[src/rtl/mem_access_ctrl.sv]
// MEM-stage access controller: turns an EX/MEM load/store into a handshaked
// request to the memory controller, stalling the pipeline until ack or timeout.
//
// state | meaning
// IDLE  | no access in flight; non-memory ops pass straight through
// BUSY  | request held to memory control, waiting for ack or timeout
// DONE  | access finished; writeback presented, pipeline released
module mem_access_ctrl #(
   parameter int                 DATA_W     = 16,
   parameter int                 ADDR_W     = 16,
   parameter int                 REG_ADDR_W = 4,
   parameter int                 TIMEOUT    = 15,
   parameter logic [DATA_W-1:0]  ERR_DATA   = 16'hFFFF
) (
   input  logic                  clk,
   input  logic                  rst,
   input  logic [ADDR_W-1:0]     mem_addr_i,
   input  logic                  r_mem_i,
   input  logic                  w_mem_i,
   input  logic [DATA_W-1:0]     store_data_i,
   input  logic [DATA_W-1:0]     alu_data_i,
   input  logic                  w_reg_i,
   input  logic [REG_ADDR_W-1:0] w_reg_addr_i,
   output logic                  mem_req_o,
   output logic                  mem_we_o,
   output logic [ADDR_W-1:0]     mem_addr_o,
   output logic [DATA_W-1:0]     mem_wdata_o,
   input  logic [DATA_W-1:0]     mem_rdata_i,
   input  logic                  mem_ack_i,
   output logic [DATA_W-1:0]     w_data_o,
   output logic                  w_reg_o,
   output logic [REG_ADDR_W-1:0] w_reg_addr_o,
   output logic                  stall_request,
   output logic                  bus_err_o
);

   localparam int CNT_W = (TIMEOUT < 1) ? 1 : $clog2(TIMEOUT + 1);
   localparam logic [CNT_W-1:0] CNT_MAX = '1;
   // Counter holds (BUSY cycles so far - 1), so the last allowed cycle is TIMEOUT-1.
   localparam logic [CNT_W-1:0] CNT_LAST = CNT_W'(TIMEOUT - 1);

   typedef enum logic [1:0] {
      IDLE = 2'd0,
      BUSY = 2'd1,
      DONE = 2'd2
   } state_t;

   state_t            state;
   logic [CNT_W-1:0]  cnt;
   logic [DATA_W-1:0] rdata_q;
   logic              load_q;
   logic              access;
   logic              timed_out;

   assign access    = r_mem_i | w_mem_i;
   assign timed_out = (TIMEOUT != 0) && (cnt == CNT_LAST);

   always_ff @(posedge clk or negedge rst) begin
      if (!rst) begin
         state       <= IDLE;
         cnt         <= '0;
         rdata_q     <= '0;
         load_q      <= 1'b0;
         mem_req_o   <= 1'b0;
         mem_we_o    <= 1'b0;
         mem_addr_o  <= '0;
         mem_wdata_o <= '0;
         bus_err_o   <= 1'b0;
      end else begin
         case (state)
            IDLE: begin
               bus_err_o <= 1'b0;
               if (access) begin
                  mem_req_o   <= 1'b1;
                  mem_we_o    <= w_mem_i & ~r_mem_i;
                  mem_addr_o  <= mem_addr_i;
                  mem_wdata_o <= store_data_i;
                  load_q      <= r_mem_i;
                  cnt         <= '0;
                  state       <= BUSY;
               end
            end
            BUSY: begin
               if (cnt != CNT_MAX) cnt <= cnt + CNT_W'(1);
               if (mem_ack_i) begin
                  if (load_q) rdata_q <= mem_rdata_i;
                  mem_req_o <= 1'b0;
                  state     <= DONE;
               end else if (timed_out) begin
                  rdata_q   <= ERR_DATA;
                  bus_err_o <= 1'b1;
                  mem_req_o <= 1'b0;
                  state     <= DONE;
               end
            end
            DONE: begin
               bus_err_o <= 1'b0;
               cnt       <= '0;
               state     <= IDLE;
            end
            default: begin
               mem_req_o <= 1'b0;
               bus_err_o <= 1'b0;
               cnt       <= '0;
               state     <= IDLE;
            end
         endcase
      end
   end

   always_comb begin
      stall_request = ((state == IDLE) && access) || (state == BUSY);
      w_reg_o       = stall_request ? 1'b0 : w_reg_i;
      w_reg_addr_o  = w_reg_addr_i;
      w_data_o      = ((state == DONE) && load_q) ? rdata_q : alu_data_i;
   end

endmodule
[config.mk]
export PLATFORM = sky130hd
export DESIGN_NAME = mem_access_ctrl
export DESIGN_NICKNAME = d
export VERILOG_FILES = /design/src/rtl/mem_access_ctrl.sv
export SDC_FILE = /design/constraint.sdc
export NUM_CORES = 1
export LEC_CHECK = 0
export BUFFER_PORTS_ARGS = -buffer_cell sky130_fd_sc_hd__buf_2
export CORE_MARGIN = 3
export CORE_UTILIZATION = 42
export DETAILED_ROUTE_END_ITERATION = 8
export HOLD_SLACK_MARGIN = 0.12
export PLACE_DENSITY = 0.77
export SLEW_MARGIN = 20
export SYNTH_ARGS = -nofsm -noshare
export SYNTH_HDL_FRONTEND = slang
export SYNTH_SLANG_ARGS = --single-unit
export TNS_END_PERCENT = 30
[constraint.sdc]
create_clock -name clk -period 1.55 [get_ports clk]
set_clock_uncertainty 0.05 [all_clocks]
set_input_delay 0.155 -clock clk [delete_from_list [all_inputs] [get_ports clk]]
set_output_delay 0.155 -clock clk [all_outputs]
set_load 0.005 [all_outputs]
==> flow_metrics.py <==
metrics = {
    "power_and_ir_drop": {
        "power.density_nw_per_um2": 1667,
        "p_leak_uw": 0.002021,
        "ir_drop_uv": 968.3,
    },
    "sta": {
        "post-route-min-period_ns": 1.696,
        "layout_setup_ws_ns": -0.1461,
        "finalSetupTns_ns": -4.517,
        "rsz0062_at_grt": "yes",
        "slew_headroom_pct": 62.05,
        "final_max_slew_viol_count": 0,
        "timing.fmax_mhz": 589.6,
        "period_share_pct": 109.4,
        "hold_violations": 0,
        "worstMarginPinSlew_ns": 0.5693,
        "finalSetupViolCount": 49,
    },
    "route": {
        "wirelength_mm": 7.843,
        "drc": 0,
        "antenna_left": 0,
        "wl_per_cell_um": 15.97,
        "drt_pass1_iterations": 5,
        "drt_iter0_markers": 70,
        "num_vias": 2455,
        "drt-vias-per-instance": 5.000,
    },
    "global_routing": {
        "grt-ovfl-total": 0,
        "gr-usage-all-layers_pct": 22.38,
        "antenna_found_initial": 0,
        "grt_pass1_vias": 2655,
        "grt-busiest-layer": "met2",
        "met1_usage_pct": 26.27,
        "grt.met2_usage_pct": 37.49,
        "grt_pass1_wl_mm": 12.71,
        "grt_max_degree": 34,
        "use_met3_pct": 7.973,
    },
    "cells_and_area": {
        "fin_cells": 491,
        "drive_above_1_share_pct": 50.84,
        "fin_nets": 486,
        "regArea_um2": 1456,
        "multi_input_area_um2": 1154,
        "area_growth_pct": 54.90,
        "design_area_um2": 4177,
        "fillers": 447,
    },
    "yosys": {
        "synth_most_common_cell": "dfrtp_1",
        "avgSynthCellArea_um2": 11.83,
        "synth_enable_flop_cells": 0,
        "synth_cells": 228,
        "synth-main-ff-cell": "dfrtp_1",
        "async_flop_share_pct": 100.0,
        "synth_top_area_share_pct": 53.83,
        "synth_top_area_cell": "dfrtp_1",
        "synth.yosys.seq_area_share_pct": 53.83,
        "synth_common_cells": "dfrtp_1, mux2_2, nor2_1",
        "ys_ff_latch": 58,
        "synthTopCellsByArea": "dfrtp_1, mux2_2, nor2_1",
        "synth.distinct_cells": 31,
        "syn-num-nets": 304,
        "yosysWarnings": 0,
        "syn_area_um2": 2696,
    },
    "worst_setup_path": {
        "startpoint_type": "register",
        "crit_fanout": 8,
        "crit_path_end_kind": "output port",
        "required_ns": 1.34,
        "rrSetupSlack_ns": -0.09,
        "path_class": "reg2out",
        "cp.arrival_ns": 1.49,
    },
    "placed_design": {
        "routabilityCongestion": 0.7970,
        "placed_area_um2": 3387,
        "dp_cells": 420,
        "port_buffers": 122,
        "dp_hpwl_mm": 4.763,
    },
    "floorplan": {
        "core.rowCount": 28,
        "initial_utilization_pct": 44.49,
        "die_h_um": 86.13,
        "core_um2": 6061,
        "die_w_um": 86.13,
        "dieArea_um2": 7418,
        "ios": 131,
    },
    "clocking": {
        "cts_max_level": 3,
        "clock-sinks": 58,
        "clk_latency_ns": 0.33,
        "cts_buffers": 9,
        "cts_tree": "done",
        "clk_pin_slew_ns": 0.07,
        "clockBufferDepth": 2,
        "ctsRootBufferMaster": "clkbuf_8",
    },
    "hold_path": {
        "hold_path_class": "in2reg",
    },
    "status": {
        "status": "finished with violations",
        "violations": "setup timing",
    },
    "job": {
        "maxCapViolCount": 0,
    },
}
## timing repair
item                                   CTS  global route
cloned                                   1             0
setup buffers                            2             0
gates resized for setup                  8            11
pin swaps                                2             1
setup endpoints to repair               19            56
hold buffers                            51             0
endpoints found under the hold margin   71             0
## metrics by stage
stage          hold slack [ns]  worst slack (ns)  utilization [%]  total power, µW
2_1_floorplan          -0.1906           0.08008                -             4352
3_3_place_gp            0.1256           0.07799            55.88             5261
3_5_place_dp            0.1311           0.01568            55.88             5403
4_1_cts                 0.1795           -0.1418            68.08             6880
5_1_grt                 0.1956           -0.2052            68.87             7458
6_report                0.1975           -0.1461            68.91             6964
## state kept, by name, indices dropped and copies added, names as in the netlist
name	flops
bus_err_o	1
cnt	4
load_q	1
mem_addr_o	16
mem_req_o	1
mem_wdata_o	16
mem_we_o	1
rdata_q	16
state	2
## where the power goes
group	total (µW)	switching, µW	internal, µW	leakage [µW]
Combinational	2950	1300	1650	0.00124
Clock	1260	638	622	0.0000883
Sequential	2760	514	2240	0.000695
## area by class of cell
| cell class | count | share of cell area, % |
|---|---|---|
| clock inverter | 6 | 1.019 |
| antenna | 1 | 0.05992 |
| sequential | 58 | 34.87 |
| clock buffer | 10 | 3.295 |
| tap | 75 | 2.247 |
| inverter | 3 | 0.2696 |
| timing repair buffer | 186 | 30.62 |
| multi-input combinational | 152 | 27.62 |
## cells by family (layout without fill, tap and decap cells)
group	count (synthesis)	count (layout)	synth area share (%)
buffers and inverters	19	205	5.382
AO/OA/AOI/OAI	34	34	7.565
adder cells (fa/ha/maj)	2	2	0.9279
multiplexers	48	48	20.05
other	0	1	0
flip-flops	58	58	53.83
AND/OR/NAND/NOR	67	68	12.25
## layout by cell type (no fill, tap or decap), drive strengths merged
cell         netlist  layout
a41oi              1       1
or4                1       1
nand3b             1       2
and3               1       1
o21ai              5       5
and2               1       1
nand2              5       5
diode              0       1
inv                3       3
clkbuf             0      10
o2bb2ai            1       1
clkinvlp           0       2
a22o               2       2
dlygate4sd3        0      51
a21oi             20      20
dfrtp             58      58
nand2b             3       3
a2bb2oi            1       1
nand3              2       2
clkinv             0       4
a2111oi            1       1
nor2b              1       1
a21o               1       1
buf               16     135
nand4b             1       1
a31o               1       1
nor2              34      34
nor3              17      17
o22ai              1       1
mux2              48      48
ha                 2       2
## worst max-delay path: stages, from the launching register on
cell and delay [ns]:
dfrtp_2 0.49, nand3b_4 0.19, mux2_2 0.35, buf_2 0.13
## path summary, 6_finish.rpt
path	depth (start not counted)	start	end
hold reg to reg	1	mem_req_o	mem_req_o
hold / removal	4	mem_rdata_i[1]	rdata_q[1]
setup reg to reg	4	state[1]	mem_wdata_o[12]
min in group asynchronous	2	rst	mem_wdata_o[4]
setup / recovery	3	state[1]	w_data_o[7]
max in group asynchronous	3	rst	state[1]
## layer usage
metal	vias to the layer above	share of wire (%)
met5	-	0
li1	1165	-
met3	13	8.4
met2	113	50
met1	1164	39
met4	0	2.0
Note: power is estimated with default switching activity, not from simulation.
